File: config.mk
export PLATFORM = sky130hd
export DESIGN_NAME = dx_stage_reg_flat
export DESIGN_NICKNAME = d
export VERILOG_FILES = /design/src/rtl/dx_stage_reg_pkg.sv /design/src/rtl/dx_stage_reg_if.sv /design/src/rtl/dx_operand_bypass.sv /design/src/rtl/dx_stage_reg.sv /design/src/flat_wrapper.sv
export SDC_FILE = /design/constraint.sdc
export NUM_CORES = 1
export LEC_CHECK = 0
export BUFFER_PORTS_ARGS = -buffer_cell sky130_fd_sc_hd__clkbuf_2
export CAP_MARGIN = 20
export CORE_AREA = 2 2 125 127
export DETAILED_ROUTE_END_ITERATION = 6
export DIE_AREA = 0 0 127 129
export PLACE_DENSITY_LB_ADDON = 0.3
export SKIP_CTS_REPAIR_TIMING = 1
export SYNTH_ARGS = -nofsm -noshare
export SYNTH_HDL_FRONTEND = slang
export SYNTH_SLANG_ARGS = --single-unit
File: constraint.sdc
create_clock -name clock -period 0.8 [get_ports clock]
set_input_delay 0.04 -clock clock [delete_from_list [all_inputs] [get_ports clock]]
set_output_delay 0.04 -clock clock [all_outputs]
set_load 0.02 [all_outputs]
File: src/rtl/dx_stage_reg_pkg.sv
// rtl/dx_stage_reg_pkg.sv - shared widths and constants for the decode/execute stage register
//
// Purpose : default widths, the NOP encoding and the hard-wired zero register index
//           shared by dx_stage_reg, its interface and dx_operand_bypass.
// Ports   : none (package).
package dx_stage_reg_pkg;

   localparam int DX_DATA_W     = 32;
   localparam int DX_REG_ADDR_W = 5;
   localparam int DX_INSN_W     = 32;

   // A bubble carries an all-zero instruction word.
   localparam logic [DX_INSN_W-1:0] DX_NOP = '0;

   // Register index 0 reads as zero and is never a forwarding target.
   localparam int unsigned DX_ZERO_REG = 0;

endpackage

File: src/rtl/dx_stage_reg_if.sv
// rtl/dx_stage_reg_if.sv - decode/execute stage bundle interface
//
// Purpose : groups the pipeline control, decode-side inputs, register file read data,
//           writeback request and the registered execute-side bundle.
// Modports: master - drives ctrl/fd/rf/wb, observes dx (pipeline environment)
//           slave  - consumes ctrl/fd/rf/wb, drives dx (dx_stage_reg)
interface dx_stage_reg_if #(
   parameter int DATA_W     = dx_stage_reg_pkg::DX_DATA_W,
   parameter int REG_ADDR_W = dx_stage_reg_pkg::DX_REG_ADDR_W,
   parameter int INSN_W     = dx_stage_reg_pkg::DX_INSN_W
) ();

   logic                  ctrl_stall;
   logic                  ctrl_flush;

   logic                  fd_valid;
   logic [INSN_W-1:0]     fd_insn;
   logic [DATA_W-1:0]     fd_pc;
   logic [REG_ADDR_W-1:0] fd_rs_a;
   logic [REG_ADDR_W-1:0] fd_rs_b;

   logic [DATA_W-1:0]     rf_data_a;
   logic [DATA_W-1:0]     rf_data_b;

   logic                  wb_we;
   logic [REG_ADDR_W-1:0] wb_rd;
   logic [DATA_W-1:0]     wb_data;

   logic                  dx_valid;
   logic [INSN_W-1:0]     dx_insn;
   logic [DATA_W-1:0]     dx_pc;
   logic [DATA_W-1:0]     dx_op_a;
   logic [DATA_W-1:0]     dx_op_b;
   logic [REG_ADDR_W-1:0] dx_rs_a;
   logic [REG_ADDR_W-1:0] dx_rs_b;

   modport master (
      output ctrl_stall, ctrl_flush,
      output fd_valid, fd_insn, fd_pc, fd_rs_a, fd_rs_b,
      output rf_data_a, rf_data_b,
      output wb_we, wb_rd, wb_data,
      input  dx_valid, dx_insn, dx_pc, dx_op_a, dx_op_b, dx_rs_a, dx_rs_b
   );

   modport slave (
      input  ctrl_stall, ctrl_flush,
      input  fd_valid, fd_insn, fd_pc, fd_rs_a, fd_rs_b,
      input  rf_data_a, rf_data_b,
      input  wb_we, wb_rd, wb_data,
      output dx_valid, dx_insn, dx_pc, dx_op_a, dx_op_b, dx_rs_a, dx_rs_b
   );

endinterface

File: src/rtl/dx_operand_bypass.sv
// rtl/dx_operand_bypass.sv - one operand's writeback compare/select (load and stall paths)
//
// Purpose : picks the value an operand register takes on a load edge and on a stall edge,
//           forwarding the concurrent writeback when it targets the operand's register.
//           Only compiled when DX_WB_BYPASS_EN is defined.
// Ports   : fd_rs/rf_data   - source index and register file data at decode
//           dx_rs/dx_op     - index and value currently held in the stage
//           wb_we/wb_rd/wb_data - writeback request of this cycle
//           load_op         - operand to capture on a load edge
//           stall_op        - operand to keep on a stall edge
`ifdef DX_WB_BYPASS_EN
module dx_operand_bypass
   import dx_stage_reg_pkg::*;
#(
   parameter int DATA_W     = DX_DATA_W,
   parameter int REG_ADDR_W = DX_REG_ADDR_W
) (
   input  logic [REG_ADDR_W-1:0] fd_rs,
   input  logic [DATA_W-1:0]     rf_data,
   input  logic [REG_ADDR_W-1:0] dx_rs,
   input  logic [DATA_W-1:0]     dx_op,
   input  logic                  wb_we,
   input  logic [REG_ADDR_W-1:0] wb_rd,
   input  logic [DATA_W-1:0]     wb_data,
   output logic [DATA_W-1:0]     load_op,
   output logic [DATA_W-1:0]     stall_op
);

   localparam logic [REG_ADDR_W-1:0] ZERO_REG = REG_ADDR_W'(DX_ZERO_REG);

   // A write to the zero register is architecturally discarded, so it never forwards.
   logic wb_live;
   assign wb_live = wb_we && (wb_rd != ZERO_REG);

   always_comb begin
      load_op = rf_data;
      if (fd_rs == ZERO_REG) begin
         load_op = '0;
      end else if (wb_live && (wb_rd == fd_rs)) begin
         load_op = wb_data;
      end
   end

   // While stalled the held operand would otherwise miss a write that retires meanwhile.
   assign stall_op = (wb_live && (wb_rd == dx_rs)) ? wb_data : dx_op;

endmodule
`endif

File: src/rtl/dx_stage_reg.sv
// rtl/dx_stage_reg.sv - decode-to-execute pipeline stage register with optional writeback forwarding
//
// Purpose : registers the decode bundle into the execute stage with one clock of latency.
//           Edge priority: reset > flush > stall > load. Define DX_WB_BYPASS_EN to forward
//           the concurrent writeback into the operands on load and stall edges.
// Ports   : clock        - rising-edge clock
//           ctrl_reset_n - asynchronous active-low reset
//           bus          - dx_stage_reg_if.slave: ctrl_stall/ctrl_flush, fd_*, rf_*, wb_* in; dx_* out
module dx_stage_reg
   import dx_stage_reg_pkg::*;
#(
   parameter int DATA_W     = DX_DATA_W,
   parameter int REG_ADDR_W = DX_REG_ADDR_W,
   parameter int INSN_W     = DX_INSN_W
) (
   input  logic          clock,
   input  logic          ctrl_reset_n,
   dx_stage_reg_if.slave bus
);

   localparam logic [INSN_W-1:0]     NOP_INSN = INSN_W'(DX_NOP);
   localparam logic [REG_ADDR_W-1:0] ZERO_REG = REG_ADDR_W'(DX_ZERO_REG);

   logic                  dx_valid_q, dx_valid_d;
   logic [INSN_W-1:0]     dx_insn_q,  dx_insn_d;
   logic [DATA_W-1:0]     dx_pc_q,    dx_pc_d;
   logic [DATA_W-1:0]     dx_op_a_q,  dx_op_a_d;
   logic [DATA_W-1:0]     dx_op_b_q,  dx_op_b_d;
   logic [REG_ADDR_W-1:0] dx_rs_a_q,  dx_rs_a_d;
   logic [REG_ADDR_W-1:0] dx_rs_b_q,  dx_rs_b_d;

   logic [DATA_W-1:0]     load_op_a, load_op_b;
   logic [DATA_W-1:0]     stall_op_a, stall_op_b;

`ifdef DX_WB_BYPASS_EN
   dx_operand_bypass #(.DATA_W(DATA_W), .REG_ADDR_W(REG_ADDR_W)) u_bypass_a (
      .fd_rs   (bus.fd_rs_a),
      .rf_data (bus.rf_data_a),
      .dx_rs   (dx_rs_a_q),
      .dx_op   (dx_op_a_q),
      .wb_we   (bus.wb_we),
      .wb_rd   (bus.wb_rd),
      .wb_data (bus.wb_data),
      .load_op (load_op_a),
      .stall_op(stall_op_a)
   );

   dx_operand_bypass #(.DATA_W(DATA_W), .REG_ADDR_W(REG_ADDR_W)) u_bypass_b (
      .fd_rs   (bus.fd_rs_b),
      .rf_data (bus.rf_data_b),
      .dx_rs   (dx_rs_b_q),
      .dx_op   (dx_op_b_q),
      .wb_we   (bus.wb_we),
      .wb_rd   (bus.wb_rd),
      .wb_data (bus.wb_data),
      .load_op (load_op_b),
      .stall_op(stall_op_b)
   );
`else
   // Without forwarding the writeback request is not looked at; a later stage covers the gap.
   assign load_op_a  = (bus.fd_rs_a == ZERO_REG) ? '0 : bus.rf_data_a;
   assign load_op_b  = (bus.fd_rs_b == ZERO_REG) ? '0 : bus.rf_data_b;
   assign stall_op_a = dx_op_a_q;
   assign stall_op_b = dx_op_b_q;

   logic unused_wb;
   assign unused_wb = ^{bus.wb_we, bus.wb_rd, bus.wb_data};
`endif

   always_comb begin
      dx_valid_d = dx_valid_q;
      dx_insn_d  = dx_insn_q;
      dx_pc_d    = dx_pc_q;
      dx_op_a_d  = dx_op_a_q;
      dx_op_b_d  = dx_op_b_q;
      dx_rs_a_d  = dx_rs_a_q;
      dx_rs_b_d  = dx_rs_b_q;

      if (bus.ctrl_flush) begin
         // Flush wins over stall: the bubble is fully cleared, not just invalidated.
         dx_valid_d = 1'b0;
         dx_insn_d  = NOP_INSN;
         dx_pc_d    = '0;
         dx_op_a_d  = '0;
         dx_op_b_d  = '0;
         dx_rs_a_d  = ZERO_REG;
         dx_rs_b_d  = ZERO_REG;
      end else if (bus.ctrl_stall) begin
         dx_op_a_d  = stall_op_a;
         dx_op_b_d  = stall_op_b;
      end else begin
         dx_valid_d = bus.fd_valid;
         dx_insn_d  = bus.fd_insn;
         dx_pc_d    = bus.fd_pc;
         dx_op_a_d  = load_op_a;
         dx_op_b_d  = load_op_b;
         dx_rs_a_d  = bus.fd_rs_a;
         dx_rs_b_d  = bus.fd_rs_b;
      end
   end

   always_ff @(posedge clock or negedge ctrl_reset_n) begin
      if (!ctrl_reset_n) begin
         dx_valid_q <= 1'b0;
         dx_insn_q  <= NOP_INSN;
         dx_pc_q    <= '0;
         dx_op_a_q  <= '0;
         dx_op_b_q  <= '0;
         dx_rs_a_q  <= ZERO_REG;
         dx_rs_b_q  <= ZERO_REG;
      end else begin
         dx_valid_q <= dx_valid_d;
         dx_insn_q  <= dx_insn_d;
         dx_pc_q    <= dx_pc_d;
         dx_op_a_q  <= dx_op_a_d;
         dx_op_b_q  <= dx_op_b_d;
         dx_rs_a_q  <= dx_rs_a_d;
         dx_rs_b_q  <= dx_rs_b_d;
      end
   end

   assign bus.dx_valid = dx_valid_q;
   assign bus.dx_insn  = dx_insn_q;
   assign bus.dx_pc    = dx_pc_q;
   assign bus.dx_op_a  = dx_op_a_q;
   assign bus.dx_op_b  = dx_op_b_q;
   assign bus.dx_rs_a  = dx_rs_a_q;
   assign bus.dx_rs_b  = dx_rs_b_q;

endmodule

File: src/flat_wrapper.sv
// flat-port wrapper written by rule: the top's interface ports become plain ports
module dx_stage_reg_flat import dx_stage_reg_pkg::*;
#(
   parameter int DATA_W     = DX_DATA_W,
   parameter int REG_ADDR_W = DX_REG_ADDR_W,
   parameter int INSN_W     = DX_INSN_W
)
  (clock, ctrl_reset_n, bus_ctrl_stall, bus_ctrl_flush, bus_fd_valid, bus_fd_insn, bus_fd_pc, bus_fd_rs_a, bus_fd_rs_b, bus_rf_data_a, bus_rf_data_b, bus_wb_we, bus_wb_rd, bus_wb_data, bus_dx_valid, bus_dx_insn, bus_dx_pc, bus_dx_op_a, bus_dx_op_b, bus_dx_rs_a, bus_dx_rs_b);
  dx_stage_reg_if #(.DATA_W(DATA_W), .REG_ADDR_W(REG_ADDR_W), .INSN_W(INSN_W)) bus_i ();
  input  logic clock;
  input  logic ctrl_reset_n;
  input wire logic [$bits(bus_i.ctrl_stall)-1:0] bus_ctrl_stall;
  input wire logic [$bits(bus_i.ctrl_flush)-1:0] bus_ctrl_flush;
  input wire logic [$bits(bus_i.fd_valid)-1:0] bus_fd_valid;
  input wire logic [$bits(bus_i.fd_insn)-1:0] bus_fd_insn;
  input wire logic [$bits(bus_i.fd_pc)-1:0] bus_fd_pc;
  input wire logic [$bits(bus_i.fd_rs_a)-1:0] bus_fd_rs_a;
  input wire logic [$bits(bus_i.fd_rs_b)-1:0] bus_fd_rs_b;
  input wire logic [$bits(bus_i.rf_data_a)-1:0] bus_rf_data_a;
  input wire logic [$bits(bus_i.rf_data_b)-1:0] bus_rf_data_b;
  input wire logic [$bits(bus_i.wb_we)-1:0] bus_wb_we;
  input wire logic [$bits(bus_i.wb_rd)-1:0] bus_wb_rd;
  input wire logic [$bits(bus_i.wb_data)-1:0] bus_wb_data;
  output wire logic [$bits(bus_i.dx_valid)-1:0] bus_dx_valid;
  output wire logic [$bits(bus_i.dx_insn)-1:0] bus_dx_insn;
  output wire logic [$bits(bus_i.dx_pc)-1:0] bus_dx_pc;
  output wire logic [$bits(bus_i.dx_op_a)-1:0] bus_dx_op_a;
  output wire logic [$bits(bus_i.dx_op_b)-1:0] bus_dx_op_b;
  output wire logic [$bits(bus_i.dx_rs_a)-1:0] bus_dx_rs_a;
  output wire logic [$bits(bus_i.dx_rs_b)-1:0] bus_dx_rs_b;
  assign bus_i.ctrl_stall = bus_ctrl_stall;
  assign bus_i.ctrl_flush = bus_ctrl_flush;
  assign bus_i.fd_valid = bus_fd_valid;
  assign bus_i.fd_insn = bus_fd_insn;
  assign bus_i.fd_pc = bus_fd_pc;
  assign bus_i.fd_rs_a = bus_fd_rs_a;
  assign bus_i.fd_rs_b = bus_fd_rs_b;
  assign bus_i.rf_data_a = bus_rf_data_a;
  assign bus_i.rf_data_b = bus_rf_data_b;
  assign bus_i.wb_we = bus_wb_we;
  assign bus_i.wb_rd = bus_wb_rd;
  assign bus_i.wb_data = bus_wb_data;
  assign bus_dx_valid = bus_i.dx_valid;
  assign bus_dx_insn = bus_i.dx_insn;
  assign bus_dx_pc = bus_i.dx_pc;
  assign bus_dx_op_a = bus_i.dx_op_a;
  assign bus_dx_op_b = bus_i.dx_op_b;
  assign bus_dx_rs_a = bus_i.dx_rs_a;
  assign bus_dx_rs_b = bus_i.dx_rs_b;
  dx_stage_reg #(.DATA_W(DATA_W), .REG_ADDR_W(REG_ADDR_W), .INSN_W(INSN_W)) u_core (.clock(clock), .ctrl_reset_n(ctrl_reset_n), .bus(bus_i));
endmodule
==> qor.yml, run 1 <==
drv_cap: 0
ordered_cell_list_for_the_critical_path: "buf_6"
cpLargestDelayFamily: "flip-flops"
grt.overflow.total: 0
drtPass1Iterations: 4
antenna_found_initial: 0
worst_case_clock_buffer_depth: 2
viasPerCell: 5.041
cts.reportedPaths.clkPinSlew_ns: 0.06
htree_num_levels: 4
wl_per_cell_um: 18.38
max_slew_margin: 0.7536
finish.instance_area_um2: 10560
row_count: 45
synthCells: 466
slowest_cell_delay_on_critical_path_ns: 0.43
die-width_um: 127
synth.cell_area_um2: 5908
criticalPathCategory: "flop to output port"
tritoncts: "yes"
slowest_cell_on_crit_path: "sky130_fd_sc_hd__dfrtp_1"
placed_cells: 923
timing.final.max_slew_violations: 0
cts_made_buffers: 17
layout-area-overhead-vs-synth_pct: 78.72
port_buffers: 281
initial_core_util: 0.3945
grt_first_pass_wirelength_um: 25400
synth_nets: 647
worst_hold_path_type: "input pin to flop"
clkSinkCount: 139
drc_errors: 0
finish.net_count: 1092
critical_path_depth: 1
worst_setup_path_start_kind: "flop"
layout-drive-gt1-share: 0.4610
routed_wl_um: 20440
endpoint_kind: "output port"
max_freq_mhz: 965.3
final_min_period_over_clock_period: 1.295
total_via_count_after_detailed_routing: 5606
first_global_vias: 4962
ys_ff_latch: 139
arrival_ns: 1.00
placeableCoreArea_um2: 14980
syn_avg_cell_area_um2: 12.68
required_ns: 0.76
period_needed_ns: 1.036
dr.first_iter.drc_count: 255
setup_violations: 220
critical_path.max_fanout: 2
yosysSeqAreaShare: 0.5887
worst_hold_margin_ns: -0.004854
leakagePower_uw: 0.005492
io_pins: 320
p_per_area_nw_per_um2: 1932
path_buf_inv: 1
rsz0062_at_grt: "yes"
r2r_cells: 3
worstHoldPathCells: 4
worst-slew-pin-transition_ns: 0.3696
global_route.usage.total: 0.1976
post_dp_cell_area_um2: 7659
synth_cell_type_count: 13
vdd.ir_drop.worst_mv: 1.417
final-instance-count-excl-fill: 1112
result_of_the_run: "finished, violations left"
die_area_um2: 16380
timing.final.ws_setup_ns: -0.2360
fp.dieH_um: 129
antenna_cells_inserted: 0
total_count_of_hold_check_failures_in_the_final_report: 1
dp.final_hpwl_um: 11630
clockRootBuffer: "sky130_fd_sc_hd__clkbuf_16"
maximum_number_of_pins_on_one_net_before_global_route_repair: 41
clk-insertion-delay-late_ns: 0.41
failing_checks: "negative hold slack, negative setup slack"
detail-route-antenna-nets: 0
clock_skew_ns: 0
finalWeightedCongestion: 0.7993
yosysWarnings: 0
==> worst min-delay path, stage by stage <==
cell and delay (ns):
sky130_fd_sc_hd__clkbuf_2 0.09, sky130_fd_sc_hd__buf_4 0.09, sky130_fd_sc_hd__mux2i_1 0.05, sky130_fd_sc_hd__nor2_1 0.10
==> report_power, final <==
group / internal [µW] / leakage (µW) / switching (µW)
registers: 7430 / 0.00185 / 338
clock network: 5650 / 0.000318 / 3130
logic: 2110 / 0.00333 / 1740
total: 15200 / 0.00549 / 5200
==> kinds of logic (layout without fill, tap and decap cells) <==
| group | count (synthesis) | in the layout | share of synthesized area |
|---|---|---|---|
| flops | 139 | 139 | 0.5887 |
| compound gates | 64 | 64 | 0.09530 |
| mux | 75 | 75 | 0.1271 |
| buf+inv | 43 | 501 | 0.05654 |
| simple gates | 145 | 145 | 0.1324 |
==> area by class of cell <==
type	count	area (µm²)
multi-input cells	284	2107
clock buffers	19	442.9
clock inverters	13	215.2
repair buffers	469	4080
well taps	188	235.2
fillers	966	4418
flip-flops and latches	139	3478
==> cell usage after synthesis (all sizes together) <==
master  count  area, µm²
buf        40      322.8
nor3        2      10.01
mux2i      75      750.7
a22o       62      543.0
nor2       78      292.8
nand2       2      7.510
nor2b       1      6.260
dfrtp     139       3478
nor3b      62      465.5
clkbuf      3      11.26
a32o        2      20.02
==> stage by stage <==
step	setup TNS [ns]	worst slack, ns	total power, µW	util
after floorplan	0	0.009386	9209	-
after global placement	-18.82	-0.3804	10380	0.5114
after detailed placement	-19.94	-0.3762	10450	0.5114
after CTS	-31.00	-0.2968	19260	0.5553
after global routing	-36.31	-0.2539	21090	0.7050
final	-29.96	-0.2360	20400	0.7050
==> path summary, 6_finish.rpt <==
path / start / end / slack, ns
setup / recovery: u_core.bus.dx_pc[19] / bus_dx_pc[19] / -0.24
hold / removal: bus_fd_rs_b[1] / u_core.bus.dx_rs_b[1] / -0.005
setup reg to reg: u_core.bus.dx_op_b[0] / u_core.bus.dx_op_b[0] / -0.16
hold reg to reg: u_core.bus.dx_op_b[28] / u_core.bus.dx_op_b[28] / 0.54
max in group asynchronous: ctrl_reset_n / u_core.bus.dx_op_b[17] / 0.18
min in group asynchronous: ctrl_reset_n / u_core.bus.dx_op_a[30] / 0.10
==> layer usage <==
metal | vias to the layer above | part of all wire | global-route usage
met4 | 0 | 0.023 | 0.08145
met5 | - | 0 | 0
met1 | 2786 | 0.38 | 0.2393
met2 | 243 | 0.53 | 0.3305
met3 | 37 | 0.064 | 0.06112
li1 | 2540 | - | -
==> cells in the final DEF, fill, tap and decap left out <==
| cell type | count |
|---|---|
| sky130_fd_sc_hd__buf_6 | 141 |
| sky130_fd_sc_hd__clkbuf_2 | 139 |
| sky130_fd_sc_hd__dfrtp_1 | 139 |
| sky130_fd_sc_hd__buf_4 | 98 |
| sky130_fd_sc_hd__nor2_1 | 78 |
| sky130_fd_sc_hd__dlygate4sd3_1 | 76 |
| sky130_fd_sc_hd__mux2i_1 | 74 |
| sky130_fd_sc_hd__nor3b_1 | 62 |
| sky130_fd_sc_hd__a22o_1 | 62 |
| sky130_fd_sc_hd__clkbuf_16 | 17 |
| sky130_fd_sc_hd__buf_12 | 15 |
| sky130_fd_sc_hd__bufinv_16 | 5 |
| sky130_fd_sc_hd__clkinv_4 | 4 |
| sky130_fd_sc_hd__nor3_1 | 2 |
| sky130_fd_sc_hd__nand2_1 | 2 |
| sky130_fd_sc_hd__a32o_1 | 2 |
| sky130_fd_sc_hd__inv_6 | 2 |
| sky130_fd_sc_hd__nor2b_4 | 1 |
| sky130_fd_sc_hd__mux2i_2 | 1 |
| sky130_fd_sc_hd__clkinv_2 | 1 |
| sky130_fd_sc_hd__clkbuf_1 | 1 |
| sky130_fd_sc_hd__clkbuf_8 | 1 |
| sky130_fd_sc_hd__clkinvlp_4 | 1 |
==> state kept, by name (all words and copies together) (netlist names) <==
| register | cells |
|---|---|
| u_core.bus.dx_insn | 32 |
| u_core.bus.dx_op_a | 32 |
| u_core.bus.dx_op_b | 32 |
| u_core.bus.dx_pc | 32 |
| u_core.bus.dx_rs_a | 5 |
| u_core.bus.dx_rs_b | 5 |
| u_core.bus.dx_valid | 1 |
(Power assumes the default switching activity.)
==> run 2: changes to the inputs <==
Settings changed: RECOVER_POWER from default to 25.
==> run 2 against run 1 <==
Compared with the run above:
- the flow still finishes with violations (negative hold slack, negative setup slack)
- clock power hardly changed
- critical endpoint unchanged
- register-to-register slack barely moved
- critical path depth unchanged
- power about the same
- clock-buffer cell count unchanged
==> qor.yml, run 2 (synthesis gave the netlist of run 1 again) <==
routed_wl_um: 20450
required_ns: 0.76
port_buffers: 281
io_pins: 320
cts.reportedPaths.clkPinSlew_ns: 0.06
critical_path_depth: 1
worst-slew-pin-transition_ns: 0.5400
arrival_ns: 1.00
slowest_cell_delay_on_critical_path_ns: 0.43
fill_cells: 970
wl_per_cell_um: 18.39
htree_num_levels: 4
clkSinkCount: 139
drtPass1Iterations: 4
ordered_cell_list_for_the_critical_path: "buf_6"
antenna_cells_inserted: 0
leakagePower_uw: 0.005486
viasPerCell: 5.037
total_via_count_after_detailed_routing: 5601
detail-route-antenna-nets: 0
setup_total_negative_slack_ns: -30.19
path_buf_inv: 1
placeableCoreArea_um2: 14980
worst_case_clock_buffer_depth: 2
drc_errors: 0
r2r_cells: 3
first_global_vias: 4962
layout-drive-gt1-share: 0.4610
row_count: 45
worst_hold_path_type: "input pin to flop"
timing.final.max_slew_violations: 0
cts_made_buffers: 17
result_of_the_run: "finished, violations left"
total_count_of_hold_check_failures_in_the_final_report: 1
rsz0062_at_grt: "yes"
dr.first_iter.drc_count: 258
worst_hold_margin_ns: -0.004428
critical_path.max_fanout: 2
vdd.ir_drop.worst_mv: 1.417
finish.instance_area_um2: 10550
tritoncts: "yes"
final_min_period_over_clock_period: 1.297
clockRootBuffer: "sky130_fd_sc_hd__clkbuf_16"
finish.net_count: 1092
max_slew_margin: 0.6400
p_per_area_nw_per_um2: 1934
die-width_um: 127
layout-area-overhead-vs-synth_pct: 78.48
setup_violations: 221
timing.final.ws_setup_ns: -0.2377
failing_checks: "negative hold slack, negative setup slack"
cpLargestDelayFamily: "flip-flops"
global_route.usage.total: 0.1976
maximum_number_of_pins_on_one_net_before_global_route_repair: 41
period_needed_ns: 1.038
initial_core_util: 0.3945
endpoint_kind: "output port"
worst_setup_path_start_kind: "flop"
worstHoldPathCells: 4
clock_skew_ns: 0
slowest_cell_on_crit_path: "sky130_fd_sc_hd__dfrtp_1"
clk-insertion-delay-late_ns: 0.42
post_dp_cell_area_um2: 7659
dp.final_hpwl_um: 11630
die_area_um2: 16380
finalWeightedCongestion: 0.7993
fp.dieH_um: 129
grt.overflow.total: 0
drv_cap: 0
final_common_cell: "sky130_fd_sc_hd__buf_6"
mostFrequentLayoutCells: "sky130_fd_sc_hd__buf_6, sky130_fd_sc_hd__clkbuf_2, sky130_fd_sc_hd__dfrtp_1, sky130_fd_sc_hd__buf_4, sky130_fd_sc_hd__nor2_1"
max_freq_mhz: 963.7
antenna_found_initial: 0
grt_first_pass_wirelength_um: 25400
criticalPathCategory: "flop to output port"
==> run 2: worst paths after layout <==
kind | from | slack (ns) | endpoint
worst max-delay path | u_core.bus.dx_pc[19] | -0.24 | bus_dx_pc[19]
worst min-delay path | bus_fd_rs_b[1] | -0.004 | u_core.bus.dx_rs_b[1]
worst max register to register | u_core.bus.dx_op_b[0] | -0.16 | u_core.bus.dx_op_b[0]
worst min register to register | u_core.bus.dx_op_b[28] | 0.54 | u_core.bus.dx_op_b[28]
max in group asynchronous | ctrl_reset_n | 0.03 | u_core.bus.dx_op_b[17]
min in group asynchronous | ctrl_reset_n | 0.18 | u_core.bus.dx_op_a[30]
==> run 2: metrics by stage <==
stage	utilization	worst slack, ns	power, µW	std cells
final	0.7041	-0.2377	20400	1112
after global placement	0.5114	-0.3804	10380	923
after global routing	0.7041	-0.2539	21080	1112
after detailed placement	0.5114	-0.3762	10450	923
after floorplan	-	0.009386	9209	466
after CTS	0.5553	-0.2968	19260	955
==> run 2: metal layers <==
metal / part of all wire / GRT usage
met1: 0.38 / 0.2393
met2: 0.53 / 0.3305
met3: 0.065 / 0.06112
met4: 0.023 / 0.08145
met5: 0 / 0
==> run 2: cell type report <==
type,count,area [µm²],share of cell area
Tap cell,188,235.2,0.02231
Timing Repair Buffer,469,4066,0.3856
Clock buffer,19,442.9,0.04200
Clock inverter,13,215.2,0.02041
Multi-Input combinational cell,284,2107,0.1998
Sequential cell,139,3478,0.3299
==> run 2: power breakdown <==
part | switching (µW) | internal (µW)
Clock | 3130 | 5650
Combinational | 1730 | 2110
Sequential | 338 | 7430
Total | 5210 | 15200
==> run 2: tightest hold or removal path: cells and delay by family <==
kind                   cells  cell delay [ns]
muxes                      1             0.05
and+or+nand+nor            1             0.10
buffers and inverters      2             0.18
==> run 3: changes to the inputs <==
Settings changed: CORE_AREA 2 2 125 127 to 2 2 124 126, CTS_BUF_LIST from default to sky130_fd_sc_hd__clkbuf_4 sky130_fd_sc_hd__clkbuf_8, DIE_AREA 0 0 127 129 to 0 0 126 128, PLACE_DENSITY from default to 0.74, PLACE_DENSITY_LB_ADDON 0.3 to default.
==> run 3 against run 2 <==
Compared with the run above:
- the run ends with negative setup slack left
- sequential power barely moved
- combinational power barely moved
- global-route usage fell by 0.84 points
- largest cell class unchanged
- highest routed layer unchanged
==> qor.yml, run 3 (synthesis gave the netlist of run 1 again) <==
result_of_the_run: "finished, violations left"
failing_checks: "negative setup slack"
cts.reportedPaths.clkPinSlew_ns: 0.08
initial_core_util: 0.3975
clk-insertion-delay-late_ns: 0.43
final_min_period_over_clock_period: 1.311
tritoncts: "yes"
required_ns: 0.76
combinationalPowerShare: 0.223
io_pins: 320
routed_wl_um: 20000
placed_cells: 925
max_slew_margin: 0.6812
detail-route-antenna-nets: 0
port_buffers: 281
max_freq_mhz: 953.5
pwr-share-clk: 0.329
rsz0062_at_grt: "yes"
fp.dieH_um: 128
cts_made_buffers: 17
die-width_um: 126
global_route.usage.total: 0.1892
mostFrequentLayoutCells: "sky130_fd_sc_hd__buf_6, sky130_fd_sc_hd__clkbuf_2, sky130_fd_sc_hd__dfrtp_1, sky130_fd_sc_hd__dlygate4sd3_1, sky130_fd_sc_hd__buf_4"
layout-area-overhead-vs-synth_pct: 76.17
total_via_count_after_detailed_routing: 5622
antenna_found_initial: 0
dp.final_hpwl_um: 10850
seq_power_share: 0.448
critical_path.max_fanout: 2
criticalPathCategory: "flop to output port"
net_switching_power_uw: 4783
dr.first_iter.drc_count: 219
arrival_ns: 1.01
placeableCoreArea_um2: 14860
drtPass1Iterations: 5
internal_power_uw: 12500
fill_cells: 948
slowest_cell_on_crit_path: "sky130_fd_sc_hd__dfrtp_1"
timing.final.ws_setup_ns: -0.2488
clockRootBuffer: "sky130_fd_sc_hd__clkbuf_8"
drv_cap: 0
vdd.ir_drop.worst_mv: 1.061
worst-slew-pin-transition_ns: 0.4781
htree_num_levels: 4
wl_per_cell_um: 17.77
grt_first_pass_wirelength_um: 24340
maximum_number_of_pins_on_one_net_before_global_route_repair: 50
clock_skew_ns: 0
viasPerCell: 4.997
clkSinkCount: 139
final_common_cell: "sky130_fd_sc_hd__buf_6"
period_needed_ns: 1.049
cpLargestDelayFamily: "flip-flops"
p_per_area_nw_per_um2: 1661
switching_share: 0.2767
worst_hold_path_type: "input pin to flop"
grt.overflow.total: 0
finalWeightedCongestion: 0.7981
setup_violations: 210
final-instance-count-excl-fill: 1125
antenna_cells_inserted: 0
slowest_cell_delay_on_critical_path_ns: 0.43
total_count_of_hold_check_failures_in_the_final_report: 0
leakagePower_uw: 0.005412
rrSetupSlack_ns: -0.12
die_area_um2: 16130
row_count: 45
ordered_cell_list_for_the_critical_path: "buf_6"
worst_case_clock_buffer_depth: 2
drc_errors: 0
path_buf_inv: 1
first_global_vias: 4792
endpoint_kind: "output port"
post-route-util: 0.7003
finish.net_count: 1107
layout-drive-gt1-share: 0.4440
timing.final.max_slew_violations: 0
worst_setup_path_start_kind: "flop"
[run 3: power groups by stage]
stage                     sequential (µW)  clock [µW]  combinational [µW]
after floorplan                      8260           0                 953
after global placement               7780           0                2610
after detailed placement             7770           0                2650
after CTS                            7650        5800                2650
after global routing                 7780        6160                4110
final                                7740        5680                3860
[run 3: cell type report]
type | count | area (µm²) | area share
well taps | 188 | 235.2 | 0.02260
multi-input cells | 284 | 2103 | 0.2021
clock inverters | 10 | 117.6 | 0.01130
clock buffers | 20 | 269.0 | 0.02584
flip-flops and latches | 139 | 3478 | 0.3342
repair buffers | 484 | 4205 | 0.4040
[run 3: worst paths after layout]
check                                        from                     end  cells past startpoint
max                         u_core.bus.dx_rs_a[3]          bus_dx_rs_a[3]                      1
min                              bus_rf_data_a[2]   u_core.bus.dx_op_a[2]                      3
max reg2reg                 u_core.bus.dx_rs_a[3]   u_core.bus.dx_rs_a[3]                      3
min reg2reg                u_core.bus.dx_op_b[31]  u_core.bus.dx_op_b[31]                      1
max in group asynchronous            ctrl_reset_n   u_core.bus.dx_rs_a[2]                      3
min in group asynchronous            ctrl_reset_n  u_core.bus.dx_op_a[22]                      2
[run 3: routing by layer]
metal	up-vias	share of wire	track usage
met4	0	0.027	0.07757
met5	-	0	0
met3	42	0.066	0.05175
met2	249	0.52	0.3115
met1	2759	0.39	0.2373
li1	2572	-	-
[run 3: metrics by stage]
stage	power [µW]	TNS, ns	instance area (µm²)	setup WS [ns]	hold slack, ns
final	17290	-31.99	10410	-0.2488	0.01690
after global routing	18040	-42.23	10410	-0.2984	-0.003653
after CTS	16100	-35.98	8048	-0.2887	-0.5350
after detailed placement	10430	-17.99	7661	-0.2746	-0.03735
after global placement	10380	-16.38	7661	-0.2986	-0.03816
after floorplan	9209	0	5908	0.009386	-0.2556
